<file path="config.mk">
export PLATFORM = sky130hd
export DESIGN_NAME = cube_frame_sequencer
export DESIGN_NICKNAME = d
export VERILOG_FILES = /design/src/rtl/cube_pkg.sv /design/src/rtl/cube_frame_buffer.sv /design/src/rtl/cube_frame_sequencer.sv
export SDC_FILE = /design/constraint.sdc
export NUM_CORES = 1
export LEC_CHECK = 0
export CAP_MARGIN = 10
export CORE_MARGIN = 3
export CORE_UTILIZATION = 50
export CTS_CLUSTER_SIZE = 12
export DETAILED_ROUTE_END_ITERATION = 8
export PLACE_DENSITY = 0.66
export RECOVER_POWER = 25
export SLEW_MARGIN = 40
export SYNTH_ARGS = -nofsm -noshare
export SYNTH_HDL_FRONTEND = slang
export SYNTH_SLANG_ARGS = --single-unit
</file>
<file path="constraint.sdc">
create_clock -name clk -period 5.42 [get_ports clk]
set_clock_uncertainty 0.2 [all_clocks]
set_input_delay 1.084 -clock clk [delete_from_list [all_inputs] [get_ports clk]]
set_output_delay 1.084 -clock clk [all_outputs]
set_load 0.01 [all_outputs]
</file>
<file path="src/rtl/cube_pkg.sv">
// ---------------------------------------------------------------------------
// cube_pkg
// Shared definitions for the LED-cube frame sequencer:
//   - ADDR_W / DATA_W : frame byte address ({layer,latch}) and data widths
//   - DEPTH           : bytes per frame bank
//   - CNT_W           : width of the dwell counter and the dwell input
//   - STOP_HOLD_DEF   : default cycles the driver stop level is held after
//                       the final frame
//   - state_t         : sequencer FSM states
//   - dwell_target()  : maps the dwell setting to the number of displays per
//                       frame (a setting of 0 behaves like 1)
// ---------------------------------------------------------------------------
package cube_pkg;

    localparam int ADDR_W        = 6;
    localparam int DATA_W        = 8;
    localparam int DEPTH         = 1 << ADDR_W;
    localparam int CNT_W         = 8;
    localparam int STOP_HOLD_DEF = 4096;

    typedef enum logic [2:0] {
        ST_IDLE,
        ST_START,
        ST_RUN,
        ST_DRAIN,
        ST_HOLD
    } state_t;

    function automatic logic [CNT_W-1:0] dwell_target(input logic [CNT_W-1:0] setting);
        return (setting == '0) ? CNT_W'(1) : setting;
    endfunction

endpackage

</file>
<file path="src/rtl/cube_frame_buffer.sv">
// ---------------------------------------------------------------------------
// cube_frame_buffer
// Double-buffered frame store: two DEPTH x DATA_W banks. The bank selected by
// front_sel is displayed through a combinational read port; the other bank
// (the back buffer) takes writes.
//
// Ports
//   clk        in   rising-edge clock for the write port
//   front_sel  in   index of the displayed bank; writes go to the other bank
//   wr_en      in   write strobe into the back bank
//   wr_addr    in   back-bank byte address
//   wr_data    in   byte to write
//   rd_addr    in   front-bank byte address
//   rd_data    out  front-bank byte at rd_addr, zero latency
// ---------------------------------------------------------------------------
module cube_frame_buffer
    import cube_pkg::*;
(
    input  logic              clk,
    input  logic              front_sel,
    input  logic              wr_en,
    input  logic [ADDR_W-1:0] wr_addr,
    input  logic [DATA_W-1:0] wr_data,
    input  logic [ADDR_W-1:0] rd_addr,
    output logic [DATA_W-1:0] rd_data
);

    logic [DATA_W-1:0] bank0 [DEPTH];
    logic [DATA_W-1:0] bank1 [DEPTH];

    // NOTE: the banks have no reset; clearing storage would need a per-word
    // reset path and frame contents are always rewritten before display.
    // The write uses front_sel as it stood before the edge, so a write in the
    // same cycle as a swap lands in the bank that was the back buffer.
    always_ff @(posedge clk) begin
        if (wr_en) begin
            if (front_sel) begin
                bank0[wr_addr] <= wr_data;
            end else begin
                bank1[wr_addr] <= wr_data;
            end
        end
    end

    assign rd_data = front_sel ? bank1[rd_addr] : bank0[rd_addr];

endmodule

</file>
<file path="src/rtl/cube_frame_sequencer.sv">
// ---------------------------------------------------------------------------
// cube_frame_sequencer
// Plays double-buffered frames through a single-frame layer driver. Each
// frame is shown 'dwell' times (0 behaves as 1); a requested buffer swap
// takes effect only on a frame boundary, or at once while idle. Dropping
// 'run' lets the current frame finish, then holds the driver stop level for
// STOP_HOLD cycles before returning to idle.
//
// Parameters
//   STOP_HOLD   cycles frm_stop stays high after the final frame; must be
//               longer than one layer drive time
//
// Ports
//   clk         in   rising-edge clock
//   rst_n       in   synchronous active-low reset
//   run         in   level request to play frames
//   dwell       in   displays per frame (0 treated as 1)
//   wr_en       in   back-buffer write strobe
//   wr_addr     in   back-buffer byte address {layer,latch}
//   wr_data     in   back-buffer write byte
//   swap_req    in   one-cycle request to swap front and back buffers
//   swap_ack    out  one-cycle pulse when the swap takes effect
//   frm_addr    in   byte address from the frame driver
//   frm_done    in   frame-done level from the frame driver
//   frm_start   out  driver start pulse
//   frm_stop    out  driver stop level
//   frm_data    out  front-buffer byte at frm_addr (combinational)
//   front_sel   out  index of the displayed buffer
//   busy        out  high whenever the sequencer is not idle
//   frame_tick  out  one-cycle pulse per completed displayed frame
// ---------------------------------------------------------------------------
module cube_frame_sequencer
    import cube_pkg::*;
#(
    parameter int unsigned STOP_HOLD = STOP_HOLD_DEF
) (
    input  logic              clk,
    input  logic              rst_n,
    input  logic              run,
    input  logic [CNT_W-1:0]  dwell,
    input  logic              wr_en,
    input  logic [ADDR_W-1:0] wr_addr,
    input  logic [DATA_W-1:0] wr_data,
    input  logic              swap_req,
    output logic              swap_ack,
    input  logic [ADDR_W-1:0] frm_addr,
    input  logic              frm_done,
    output logic              frm_start,
    output logic              frm_stop,
    output logic [DATA_W-1:0] frm_data,
    output logic              front_sel,
    output logic              busy,
    output logic              frame_tick
);

    // Wide enough to hold STOP_HOLD itself.
    localparam int HOLD_W = $clog2(STOP_HOLD) + 1;

    state_t            state;
    state_t            state_nxt;

    logic              done_q;
    logic              done_evt;
    logic              playing;
    logic              boundary;
    logic              do_swap;
    logic              hold_last;
    logic              start_pulse;
    logic              pending;
    logic [CNT_W-1:0]  frame_cnt;
    logic [CNT_W-1:0]  dwell_q;
    logic [HOLD_W-1:0] hold_cnt;

    // -----------------------------------------------------------------------
    // Frame store
    // -----------------------------------------------------------------------
    cube_frame_buffer u_buffer (
        .clk       (clk),
        .front_sel (front_sel),
        .wr_en     (wr_en),
        .wr_addr   (wr_addr),
        .wr_data   (wr_data),
        .rd_addr   (frm_addr),
        .rd_data   (frm_data)
    );

    // -----------------------------------------------------------------------
    // Event decode
    // -----------------------------------------------------------------------
    // The driver reports completion as a level; only its rising edge counts.
    assign done_evt  = frm_done & ~done_q;
    assign playing   = (state == ST_RUN) || (state == ST_DRAIN);

    // frame_cnt never exceeds target-1, so the increment cannot wrap.
    assign boundary  = playing && done_evt &&
                       ((frame_cnt + CNT_W'(1)) >= dwell_target(dwell_q));

    // Uses the registered pending flag: a request arriving in a boundary
    // cycle is only captured here and waits for the next boundary.
    assign do_swap   = pending && ((state == ST_IDLE) || boundary);

    assign hold_last = (hold_cnt == HOLD_W'(STOP_HOLD - 1));

    // -----------------------------------------------------------------------
    // FSM: state register
    // -----------------------------------------------------------------------
    // NOTE: reset is synchronous, so rst_n is tested inside the clocked block
    // and stays out of the sensitivity list.
    always_ff @(posedge clk) begin
        if (!rst_n) begin
            state <= ST_IDLE;
        end else begin
            state <= state_nxt;
        end
    end

    // -----------------------------------------------------------------------
    // FSM: next-state logic
    // -----------------------------------------------------------------------
    // NOTE: every combinational output gets a default before the case so no
    // path leaves it unassigned, which would infer a latch.
    always_comb begin
        state_nxt = state;
        unique case (state)
            ST_IDLE:  if (run) state_nxt = ST_START;
            ST_START: state_nxt = ST_RUN;
            ST_RUN:   if (!run) state_nxt = ST_DRAIN;
            // A finished frame wins over run returning: the driver has already
            // been told to stop, so that frame was the final one.
            ST_DRAIN: begin
                if (done_evt) begin
                    state_nxt = ST_HOLD;
                end else if (run) begin
                    state_nxt = ST_RUN;
                end
            end
            // run is ignored here; if it is high at exit, IDLE starts again
            // on the following cycle.
            ST_HOLD:  if (hold_last) state_nxt = ST_IDLE;
            default:  state_nxt = ST_IDLE;
        endcase
    end

    // -----------------------------------------------------------------------
    // FSM: output decode
    // -----------------------------------------------------------------------
    always_comb begin
        start_pulse = (state == ST_START);
        frm_stop    = (state == ST_DRAIN) || (state == ST_HOLD);
        busy        = (state != ST_IDLE);
    end

    // -----------------------------------------------------------------------
    // Datapath: counters, swap handshake, registered pulses
    // -----------------------------------------------------------------------
    // NOTE: clocked state uses non-blocking assignments so every register
    // samples the pre-edge values, independent of statement order.
    always_ff @(posedge clk) begin
        if (!rst_n) begin
            done_q     <= 1'b0;
            frm_start  <= 1'b0;
            frame_tick <= 1'b0;
            swap_ack   <= 1'b0;
            front_sel  <= 1'b0;
            pending    <= 1'b0;
            frame_cnt  <= '0;
            dwell_q    <= '0;
            hold_cnt   <= '0;
        end else begin
            done_q     <= frm_done;
            frm_start  <= start_pulse;
            frame_tick <= playing && done_evt;
            swap_ack   <= do_swap;

            // Only one swap can be outstanding; further requests are dropped
            // until the pending one is taken.
            if (do_swap) begin
                front_sel <= ~front_sel;
                pending   <= 1'b0;
            end else if (swap_req) begin
                pending   <= 1'b1;
            end

            // Dwell is sampled when play starts and again at every boundary,
            // so a new setting never cuts a frame short.
            if (state == ST_START) begin
                frame_cnt <= '0;
                dwell_q   <= dwell;
            end else if (playing && done_evt) begin
                if (boundary) begin
                    frame_cnt <= '0;
                    dwell_q   <= dwell;
                end else begin
                    frame_cnt <= frame_cnt + CNT_W'(1);
                end
            end

            if ((state == ST_HOLD) && !hold_last) begin
                hold_cnt <= hold_cnt + HOLD_W'(1);
            end else begin
                hold_cnt <= '0;
            end
        end
    end

endmodule
</file>
## Word level (Yosys, flattened, before mapping)

Memory sizes are Yosys's and may differ from the RTL's.
Index checks and enable logic that the tools add are counted.

- Memories kept: 2
- Output and inout port bits: 14
- Input bits: 34
- Flip-flop bits (word level): 38
- Word-level logic and storage cells: 64
- Bits in writable memories: 1024

- Reductions and logical operators: 18
- Order comparisons: 1
- Mux-type cells: 18
- Bitwise gates (word level): 4
- $add $sub $neg: 2
- Equal/unequal tests: 9

Memories:

| name | words | bits a word | rd ports | clocked after memory_dff | wr ports | line | text |
|---|---|---|---|---|---|---|---|
| u_buffer.bank0 | 64 | 8 | 1 | 0 | 1 | cube_frame_buffer.sv:28 | `logic [DATA_W-1:0] bank0 [DEPTH];` |
| u_buffer.bank1 | 64 | 8 | 1 | 0 | 1 | cube_frame_buffer.sv:29 | `logic [DATA_W-1:0] bank1 [DEPTH];` |

Operators with widths:

| kind | number |
|---|---|
| two-way mux 8 bit | 6 |
| two-way mux 3 bit | 5 |
| case mux 3 bit (5 select lines) | 1 |
| adder 13 x 1 -> 13 bit, second input constant | 1 |
| == test 13 x 12 -> 1 bit, second input constant | 1 |
| adder 8 x 1 -> 8 bit, second input constant | 1 |
| >= comparator 8 bit | 1 |
| zero test 8 bit | 1 |
| == test 3 x 2 -> 1 bit, second input constant | 2 |
| two-way mux 1 bit | 6 |
| != test 2 bit, second input constant | 3 |
| logical AND 1 bit | 4 |
| AND reduction 2 bit | 2 |
| AND reduction 4 bit | 1 |
| nonzero test 2 bit | 2 |
| OR reduction 2 bit | 2 |
| == test 3 x 1 -> 1 bit, second input constant | 1 |
| == test 3 bit, second input constant | 1 |
| zero test 3 bit | 1 |
| logical OR 1 bit | 3 |
| != test 3 bit, second input constant | 1 |
| inverter 1 bit | 3 |
| nonzero test 3 bit | 1 |
| AND 1 bit | 1 |
| zero test 1 bit | 1 |

## Depth between registers and ports, before layout

Gate-level depths: netlist of the first run.

- Depth in word-level cells: 7
- Depth in mapped cells: 11
- Mapped depth without buffers: 10

## Hierarchy

From an unflattened synthesis of the first run, not the netlist that was laid out.

- Cell total of the unflattened synthesis: 1854
- Area, all modules: 41497.3 µm²

Modules (own cells, without submodules):

| module | area each (µm²) | sequential area each (µm²) | instances | cells an instance |
|---|---|---|---|---|
| cube_frame_buffer | 39541.7 | 30749.5 | 1 | 1634 |
| cube_frame_sequencer | 1955.6 | 760.7 | 1 | 220 |

## Worst setup path after synthesis of the first run

No wires, ideal clock.

- Kind: input to output
- Start point: input frm_addr[2]
- End point: output frm_data[6]
- Setup slack: 1451 ps
- Data arrival time: 2685 ps
- Stages: 8
- Path buffers: 3
- Cell sequence: clkbuf_1 -> buf_2 -> buf_2 -> mux2i_1 -> a22oi_1 -> nand4_1 -> nor3_1 -> or4_1

- Cells in the longest elaborated chain, start to end: 2
- Elaborated cells between the ends (all ways): 3
- Those cells by class: 1 x mux; 2 x memory

Ends and longest elaborated chain:

| element | line | text |
|---|---|---|
| start: declaration | cube_frame_sequencer.sv:46 | `input logic [ADDR_W-1:0] frm_addr,` |
| memory read (64 x 8 bit) (on tied branches) | - |  |
| two-way mux 8 bit (*) | cube_frame_buffer.sv:45 | `assign rd_data = front_sel ? bank1[rd_addr] : bank0[rd_addr];` |
| end: declaration | cube_frame_sequencer.sv:50 | `output logic [DATA_W-1:0] frm_data,` |

Mark *: on every way between the ends. The rest lies on a longest branch, timed or not.

## Final worst setup path of the first run

- Start point: input frm_addr[3]
- End point: output frm_data[7]

Same word-level chain as after synthesis.

==> impl_results.md, run 1 <==
- Reg area: ~32000 µm²
- Cell area after layout: ~48000 µm²
- Ports: 48
- Core footprint: roughly 83000 µm²
- RSZ-0062 raised after global routing: no
- First-pass GRT wire length: approximately 150 mm
- Status: finished, violations left
- Top cells by area, synth: edfxtp_1 73%, mux2i_1 12%, a22oi_1 3.9%, dfxtp_1 1.8%, nor2_1 1.5%
- Final WL: 104 mm
- Hold slack final: about 260 ps
- Critical Path Source Type: input pin
- Fin crit share: between 90% and 100%
- Syn-to-layout area delta: 12.9%
- Final worst path period need: approximately 5400 ps
- Area share of the largest cell type after synthesis: 72.8%
- Peak VDD IR: between 0.0003 and 0.0004 V
- Max-slew headroom: -192%
- Clk buf depth: 3
- F_max: 185 MHz
- Synthesis Warnings: 0
- Element type at the critical path end: output pin
- Leak pwr: approximately 0.016 µW
- Syn_area_per_cell: roughly 17 µm²
- Non-Filler Instances: ~3800
- Hold Vio Cnt, Final: 0
- Clock Sinks: roughly 1100
- Leading cell type in the layout, fill and taps excluded: edfxtp_1
- Largest net degree at the start of global routing: a little over 90
- Crit path arrival time: slightly above 4000 ps
- Number of CTS-inserted buffers: between 100 and 150
- PD cells: roughly 350 nW/µm²
- Post-synth EDFFs: 1024
- Worst-Margin Slew: between 4000 and 5000 ps
- Cells after DPL: 3645
- Cells after synthesis: roughly 2500
- Failing checks: capacitance limit, slew limit
- Cells along the critical path: clkdlybuf4s50_1 -> buf_12 -> and4bb_2 -> buf_12 -> buf_4 -> a22oi_1 -> nand4_1 -> nor3_2 -> or4_1 -> clkdlybuf4s50_1
- Initial antenna violation count: 2
- Row cnt: 105
- Max-cap violations: 10
- CTS H-tree depth: 3
- Syn Std Cell Area: 42200 µm²
- Die area: between 80000 and 90000 µm²
- Layout fillers: ~6100
- Via/cell ratio: between 6 and 7
- Die Y: 297 µm
- Dpl hpwl: approximately 66 mm
- Drc violations: 0
- Placed Area: ~44000 µm²
- CP peak stage delay: about 580 ps
- Slack of the worst reg-to-reg path: about 2400 ps
- Worst hold path type: flop to flop
- Port bufs: between 40 and 50
- Area occupied by multi-input gates: a little under 10000 µm²
- Yosys reg bits: 1062
- Fraction of layout cells with a size suffix above 1: roughly a tenth
- Setup WS post-layout: about 10 ps
- WL/cell: roughly 27 µm
- Final max-slew violation count: around 540
- Vias: between 20000 and 25000
- Yosys top cell by area: edfxtp_1
- Iteration-0 DRC Markers: ~2900
- Critical path class: input pin to output pin
- Root buf cell: clkbuf_16
- Clock latency on the worst-skew pair: ~650 ps
- Die X: around 300 µm
- Worst EP required: 4140 ps
- Main synth FF type: edfxtp_1
- Synth Net Count: 2552
- Ys async rst share: 0%
- Clock transition at the registers of the reported paths: 60 ps
- Congestion Overflow GR: 0
- GRT Util Overall: a little under a quarter
- Commonest cells after routing, fill and taps aside: 1024 x edfxtp_1, 512 x mux2i_1, 214 x a22oi_1, 155 x nor2_1, 108 x clkbuf_16
- RePlAce Congestion: a little over 0.9
- Vias in the first global route: around 22000
- Antenna Violating Nets Remaining: 0
- Count of cell types in the netlist: just over 50
- Setup Viol. Count Final: 0
- Dpl ws: -28.7 ps
- Drt first pass iters: 6
- Sequential area share after synthesis: 74.6%
- CP Max Fanout: 16
- Nets: between 2000 and 3000
- Crit-path slowest cell: clkdlybuf4s50_1
- Starting density of the core: 50.9%
- CTS tree: done
-- cell usage after synthesis (8+ instances only) --
master and n:
nor2_1 164, dfxtp_1 38, nand4_1 41, buf_4 27
buf_2 78, buf_6 16, xor2_1 13, a22oi_1 219
ha_1 10, nand3_1 46, edfxtp_1 1024, xnor2_1 9
nor3_1 37, inv_1 12, a21oi_1 49, o31ai_1 8
nand2_1 99, or4_1 9, mux2i_1 512, clkbuf_1 20
-- flip-flops by register name, summed over array words and instances, names as in the netlist, 3 cells and up --
| name | flops |
|---|---|
| state | 3 |
| hold_cnt | 13 |
| u_buffer.bank1 | 512 |
| dwell_q | 8 |
| u_buffer.bank0 | 512 |
| frame_cnt | 8 |
-- metal layers --
metal / track usage, % / wire [µm] / up-vias / share of wire (%)
li1: - / - / 10100 / -
met4: 5.39 / 2070 / 0 / 2.0
met2: 35.6 / 47200 / 1154 / 45
met1: 34.8 / 44600 / 11900 / 43
met3: 5.82 / 10400 / 140 / 9.9
met5: 0 / 0 / - / 0
-- final timing paths --
check,startpoint,end,cells after the start
min reg2reg,hold_cnt[12],hold_cnt[12],2
max reg2reg,frame_cnt[0],swap_ack,9
max,frm_addr[3],frm_data[7],10
min,hold_cnt[12],hold_cnt[12],2
-- report_power, final --
| part | leakage [µW] | internal [µW] | switching (µW) | total [µW] |
|---|---|---|---|---|
| clock network | 0.00153 | 3850 | 2930 | 6790 |
| registers | 0.00951 | 9040 | 21.8 | 9060 |
| logic | 0.00527 | 319 | 625 | 944 |
-- cell families (layout without fill, tap and decap cells) --
family,Yosys count,after routing,share of synthesized area [%]
flip-flops,1062,1062,74.6
multiplexers,512,512,12.1
AND/OR/NAND/NOR,448,448,5.25
AO/OA/AOI/OAI,295,295,5.02
buffers and inverters,159,356,2.21
XOR/XNOR,22,22,0.456
adder cells (fa/ha/maj),10,10,0.296
other,0,2,0
-- critical path, delay by kind of cell --
family	cells	cell delay, ps
AO/OA/AOI/OAI	1	320
buffers and inverters	5	1580
AND/OR/NAND/NOR	4	1120
-- metrics by stage --
step	power [µW]	utilization [%]	setup TNS, ps
finish	16800	57.5	0
global route	17300	57.5	0
CTS	16900	57.5	0
detailed placement	10100	53.6	-28.7
global placement	10100	53.6	-12.8
floorplan	9670	-	0
-- final cells by class --
class | instances | area share, %
Clock inverter | 29 | 0.512
Timing Repair Buffer | 161 | 3.51
Multi-Input combinational cell | 1287 | 20.7
Antenna cell | 2 | 0.0105
Clock buffer | 153 | 6.13
Sequential cell | 1062 | 66.1
Tap cell | 1123 | 2.95
Inverter | 13 | 0.102
-- timing repair --
action	CTS	global route
hold buffers	0	0
setup buffers	0	0
endpoints found under the setup margin	1	7
gates resized for setup	1	8
Note: power is estimated with default switching activity, not from simulation.
==> run 2, diff against run 1 <==
--- a/config.mk
+++ b/config.mk
@@ -10,7 +10,7 @@
 export CORE_UTILIZATION = 50
 export CTS_CLUSTER_SIZE = 12
 export DETAILED_ROUTE_END_ITERATION = 8
-export PLACE_DENSITY = 0.66
+export PLACE_DENSITY = 0.78
 export RECOVER_POWER = 25
 export SLEW_MARGIN = 40
 export SYNTH_ARGS = -nofsm -noshare
==> impl_results.md, run 2 (same netlist as run 1, synthesis figures left out) <==
- Element type at the critical path end: output pin
- Final WL: 105 mm
- Ports: 48
- CP Max Fanout: 32
- Area occupied by multi-input gates: between 9000 and 10000 µm²
- Critical path class: input pin to output pin
- Flop pwr share: between 50% and 60%
- Clock Power Share: between 40% and 50%
- Max-cap violations: 8
- Core footprint: around 83000 µm²
- Starting density of the core: between 50 and 60%
- Vias: about 24000
- Dpl hpwl: between 60 and 70 mm
- Congestion Overflow GR: 0
- Worst r2r path cells: 9
- CTS H-tree depth: 3
- Largest regs: u_buffer.bank0: 512 flops, u_buffer.bank1: 512 flops, hold_cnt: 13 flops
- Number of CTS-inserted buffers: roughly 110
- PD cells: 351 nW/µm²
- Clock transition at the registers of the reported paths: roughly 60 ps
- Leak pwr: approximately 0.016 µW
- Worst Setup SP: frm_addr[3]
- Sw Share: between 20% and 30%
- Clk buf depth: 3
- Switch Pwr: around 3600 µW
- GRT Util Overall: a little under a quarter
- Iteration-0 DRC Markers: around 3000
- Final worst path period need: about 5400 ps
- Syn-to-layout area delta: 13.3%
- F_max: about 180 MHz
- Clock Sinks: roughly 1100
- Layout fillers: roughly 6000
- Fin crit share: 100%
- Die Y: just under 300 µm
- Critical Path Source Type: input pin
- Fraction of layout cells with a size suffix above 1: between 10% and 20%
- Vias in the first global route: between 20000 and 25000
- Die X: roughly 300 µm
- Die area: around 88000 µm²
- First-pass GRT wire length: approximately 150 mm
- Slack of the worst reg-to-reg path: 2400 ps
- Hold Vio Cnt, Final: 0
- Total power: between 15000 and 20000 µW
- Worst EP required: about 4100 ps
- Reg2Reg Launch Point: frame_cnt[0]
- WL/cell: about 27 µm
- Row cnt: between 100 and 150
- Hold Buf Count CTS: 0
- Root buf cell: clkbuf_16
- Worst r2r dst: swap_ack
- Max-slew headroom: -225%
- Dpl ws: -57.1 ps
- Nets: between 2000 and 3000
- Clock latency on the worst-skew pair: ~650 ps
- Comb pwr share: ~5.7%
- Failing checks: capacitance limit, slew limit, setup timing
- Peak VDD IR: between 0.0002 and 0.0003 V
- RePlAce Congestion: between 0.9 and 1
- Setup Viol. Count Final: 1
- Worst-Margin Slew: around 4900 ps
- Crit path arrival time: around 4200 ps
- Port bufs: between 40 and 50
- Final max-slew violation count: approximately 560
- Largest net degree at the start of global routing: about 90
- Internal power: between 10000 and 15000 µW
- CTS tree: done
- Util after Layout: between 50% and 60%
- Leading cell type in the layout, fill and taps excluded: edfxtp_1
- Reg area: approximately 32000 µm²
- End of the critical path: frm_data[1]
- Initial antenna violation count: 5
- Commonest cells after routing, fill and taps aside: 1024 x edfxtp_1, 512 x mux2i_1, 218 x a22oi_1, 160 x nor2_1, 109 x clkbuf_16
- Setup Buffers After CTS: 0
- Via/cell ratio: a little over 6
- Status: finished, violations left
- Setup WS post-layout: -9.14 ps
- Worst hold path type: flop to flop
- Drt first pass iters: 6
- Drc violations: 0
- Antenna Violating Nets Remaining: 0
-- run 2: changes by cell type in the layout (fill, tap and decap cells not counted), moves of 4 or more --
| cell | change |
|---|---|
| buf_4 | +7 |
| a22oi_2 | -4 |
| nor3_2 | +9 |
| nor2_1 | +5 |
| nor2_2 | -5 |
| clkinv_2 | +7 |
| buf_12 | +7 |
| clkbuf_8 | -4 |
| clkbuf_1 | -9 |
| nor3_1 | -9 |
| a22oi_1 | +4 |
-- run 2: power by group through the flow --
stage	combinational, µW	clock, µW	sequential [µW]
6_report	953	6780	9060
5_1_grt	993	7160	9060
4_1_cts	932	6830	9040
3_5_place_dp	924	0	9220
3_3_place_gp	903	0	9210
2_1_floorplan	463	0	9210
-- run 2: stage by stage --
step | std cells | area, µm² | hold slack (ps) | TNS (ps)
after floorplan | 2508 | 42200 | 223 | 0
after global placement | 3655 | 44600 | 234 | -149
after detailed placement | 3655 | 44600 | 245 | -174
after CTS | 3829 | 47800 | 256 | 0
after global routing | 3829 | 47800 | 294 | -27.6
final | 3832 | 47800 | 268 | -9.14
-- run 2: layout make-up --
type                       instances  share of cell area, %
tap                             1123                   2.94
clock inverter                    32                  0.620
sequential                      1062                   65.9
timing repair buffer             170                   3.81
clock buffer                     142                   5.98
antenna                            3                 0.0157
multi-input combinational       1287                   20.6
inverter                          13                  0.102
-- run 2: how the worst min path moves through the flow --
stage | start | to | slack, ps | depth (start not counted)
finish | frame_cnt[7] | frame_cnt[7] | 270 | 2
detailed placement | hold_cnt[12] | hold_cnt[12] | 240 | 2
CTS | hold_cnt[12] | hold_cnt[12] | 260 | 2
global placement | hold_cnt[12] | hold_cnt[12] | 230 | 2
global route | frame_cnt[7] | frame_cnt[7] | 290 | 2
floorplan | hold_cnt[12] | hold_cnt[12] | 220 | 2
-- run 2: metal layers --
layer | vias up | global-route usage [%] | part of all wire [%]
li1 | 10100 | - | -
met1 | 11700 | 31.6 | 37
met2 | 1497 | 38.0 | 48
met3 | 273 | 5.19 | 11
met4 | 6 | 9.77 | 4.3
met5 | - | 0 | 0.031
-- run 2: repair_timing --
action                                  CTS  global route
pin swaps                                 0             0
resized for setup                         5             7
endpoints found under the setup margin    5             5
-- run 2: worst max-delay path: stages --
cell and delay [ps]:
clkdlybuf4s50_1 510, buf_12 170, and4bb_2 270, buf_12 180
a22oi_1 380, nand4_1 270, nor3_2 460, or4_1 240
clkdlybuf4s50_1 540
==> run 3, diff against run 2 <==
--- a/config.mk
+++ b/config.mk
@@ -12,6 +12,7 @@
 export DETAILED_ROUTE_END_ITERATION = 8
 export PLACE_DENSITY = 0.78
 export RECOVER_POWER = 25
+export SETUP_SLACK_MARGIN = 0.15
 export SLEW_MARGIN = 40
 export SYNTH_ARGS = -nofsm -noshare
 export SYNTH_HDL_FRONTEND = slang
==> impl_results.md, run 3 (same netlist as run 1, synthesis figures left out) <==
- Status: finished, violations left
- Failing checks: capacitance limit, slew limit
- Die area: approximately 90000 µm²
- Hold Buf Count CTS: 0
- Drt first pass iters: 6
- Vias in the first global route: 23500
- Final max-slew violation count: about 560
- GRT Util Overall: a little under a quarter
- Final WL: roughly 100 mm
- Vias: about 24000
- RePlAce Congestion: roughly 0.9
- Fraction of layout cells with a size suffix above 1: between 10 and 15%
- Iteration-0 DRC Markers: between 3000 and 4000
- Starting density of the core: around half
- Core footprint: 82900 µm²
- Slack of the worst reg-to-reg path: 2400 ps
- Initial antenna violation count: 4
- Clock Sinks: ~1100
- Peak VDD IR: approximately 0.00026 V
- Met1 layer usage reported by global route: between 30% and 40%
- End of the critical path: frm_data[3]
- Syn-to-layout area delta: 13.6%
- Worst r2r path cells: 9
- Root buf cell: clkbuf_16
- CP Max Fanout: 32
- Die X: a little under 300 µm
- Largest net degree at the start of global routing: just over 90
- Clk buf depth: 3
- Worst EP required: roughly 4100 ps
- Worst-Margin Slew: just under 5000 ps
- Max-cap violations: 8
- Leading cell type in the layout, fill and taps excluded: edfxtp_1
- Layout fillers: 5957
- First-pass GRT wire length: 153 mm
- Busiest grt layer: met2
- Area occupied by multi-input gates: between 9000 and 10000 µm²
- Clock latency on the worst-skew pair: roughly 650 ps
- Worst hold path type: flop to flop
- Congestion Overflow GR: 0
- Dpl hpwl: 65.7 mm
- Largest regs: u_buffer.bank0: 512 flops, u_buffer.bank1: 512 flops, hold_cnt: 13 flops
- Reg area: between 30000 and 40000 µm²
- Number of CTS-inserted buffers: ~110
- Max-slew headroom: -228%
- Worst Setup SP: frm_addr[4]
- WL/cell: ~27 µm
- RSZ-0062 raised after global routing: yes
- Cells after DPL: 3655
- Port bufs: 47
- Setup Viol. Count Final: 0
- CTS H-tree depth: 3
- Critical Path Source Type: input pin
- Commonest cells after routing, fill and taps aside: 1024 x edfxtp_1, 512 x mux2i_1, 209 x a22oi_1, 160 x nor2_1, 109 x clkbuf_16
- Element type at the critical path end: output pin
- F_max: roughly 190 MHz
- Via/cell ratio: slightly above 6
- Row cnt: roughly 110
- CTS tree: done
- Leak pwr: roughly 0.016 µW
- Clock transition at the registers of the reported paths: around 60 ps
- Critical path class: input pin to output pin
- Hold Vio Cnt, Final: 0
- Reg2Reg Launch Point: frame_cnt[0]
- Final worst path period need: 5320 ps
- Crit path arrival time: just over 4000 ps
- Drc violations: 0
- Hold slack final: 268 ps
- Die Y: 297 µm
- M3 GR Usage: under 10%
- Worst r2r dst: swap_ack
- Fin crit share: a little over nine tenths
- PD cells: about 350 nW/µm²
- Non-Filler Instances: about 3800
- Nets: around 2700
- Antenna Violating Nets Remaining: 0
- Grt met2 use: 38.2%
- Ports: 48
-- run 3: metrics by stage --
stage	total power (µW)	utilization, %	setup WS [ps]	cell area [µm²]	TNS (ps)
floorplan	9670	-	1450	42200	0
global placement	10100	53.8	-47.1	44600	-149
detailed placement	10100	53.8	-57.1	44600	-174
CTS	16800	57.7	80.6	47800	0
global route	17200	57.9	64.1	48000	0
finish	16800	57.9	96.2	48000	0
-- run 3: layout make-up --
class                           count  share of cell area (%)
Antenna cell                        2                  0.0104
Sequential cell                  1062                    65.7
Inverter                           13                   0.102
Clock inverter                     32                   0.618
Tap cell                         1123                    2.93
Clock buffer                      142                    5.97
Timing Repair Buffer              173                    3.89
Multi-Input combinational cell   1287                    20.8
-- run 3: worst min-delay path by stage --
stage	from	endpoint	depth (start not counted)	slack, ps
3_5_place_dp	hold_cnt[12]	hold_cnt[12]	2	240
4_1_cts	hold_cnt[12]	hold_cnt[12]	2	260
3_3_place_gp	hold_cnt[12]	hold_cnt[12]	2	230
5_1_grt	frame_cnt[7]	frame_cnt[7]	2	290
6_report	frame_cnt[7]	frame_cnt[7]	2	270
2_1_floorplan	hold_cnt[12]	hold_cnt[12]	2	220
-- run 3: power by group --
part / leakage [µW] / internal (µW) / switching [µW]
Combinational: 0.00540 / 332 / 635
Clock: 0.00154 / 3820 / 2950
Sequential: 0.00951 / 9040 / 17.4
Total: 0.0164 / 13200 / 3600
-- run 3: layer usage --
layer	wire length, µm	share of wire (%)
met5	13	0.012
met4	4600	4.4
met3	11300	11
met2	50000	48
met1	39100	37
-- run 3: worst max-delay path, cell delays in order --
cell and delay (ps):
clkdlybuf4s50_1 520, buf_12 170, and4bb_1 250, buf_12 180
a22oi_1 350, nand2_1 200, nor3_2 460, or4_1 250
clkdlybuf4s50_1 550
-- run 3: repair_timing --
item | 4_1_cts | 5_1_grt
gates resized for setup | 12 | 22
buffers inserted | 0 | 3
pin swaps | 0 | 4
endpoints found under the setup margin | 8 | 8
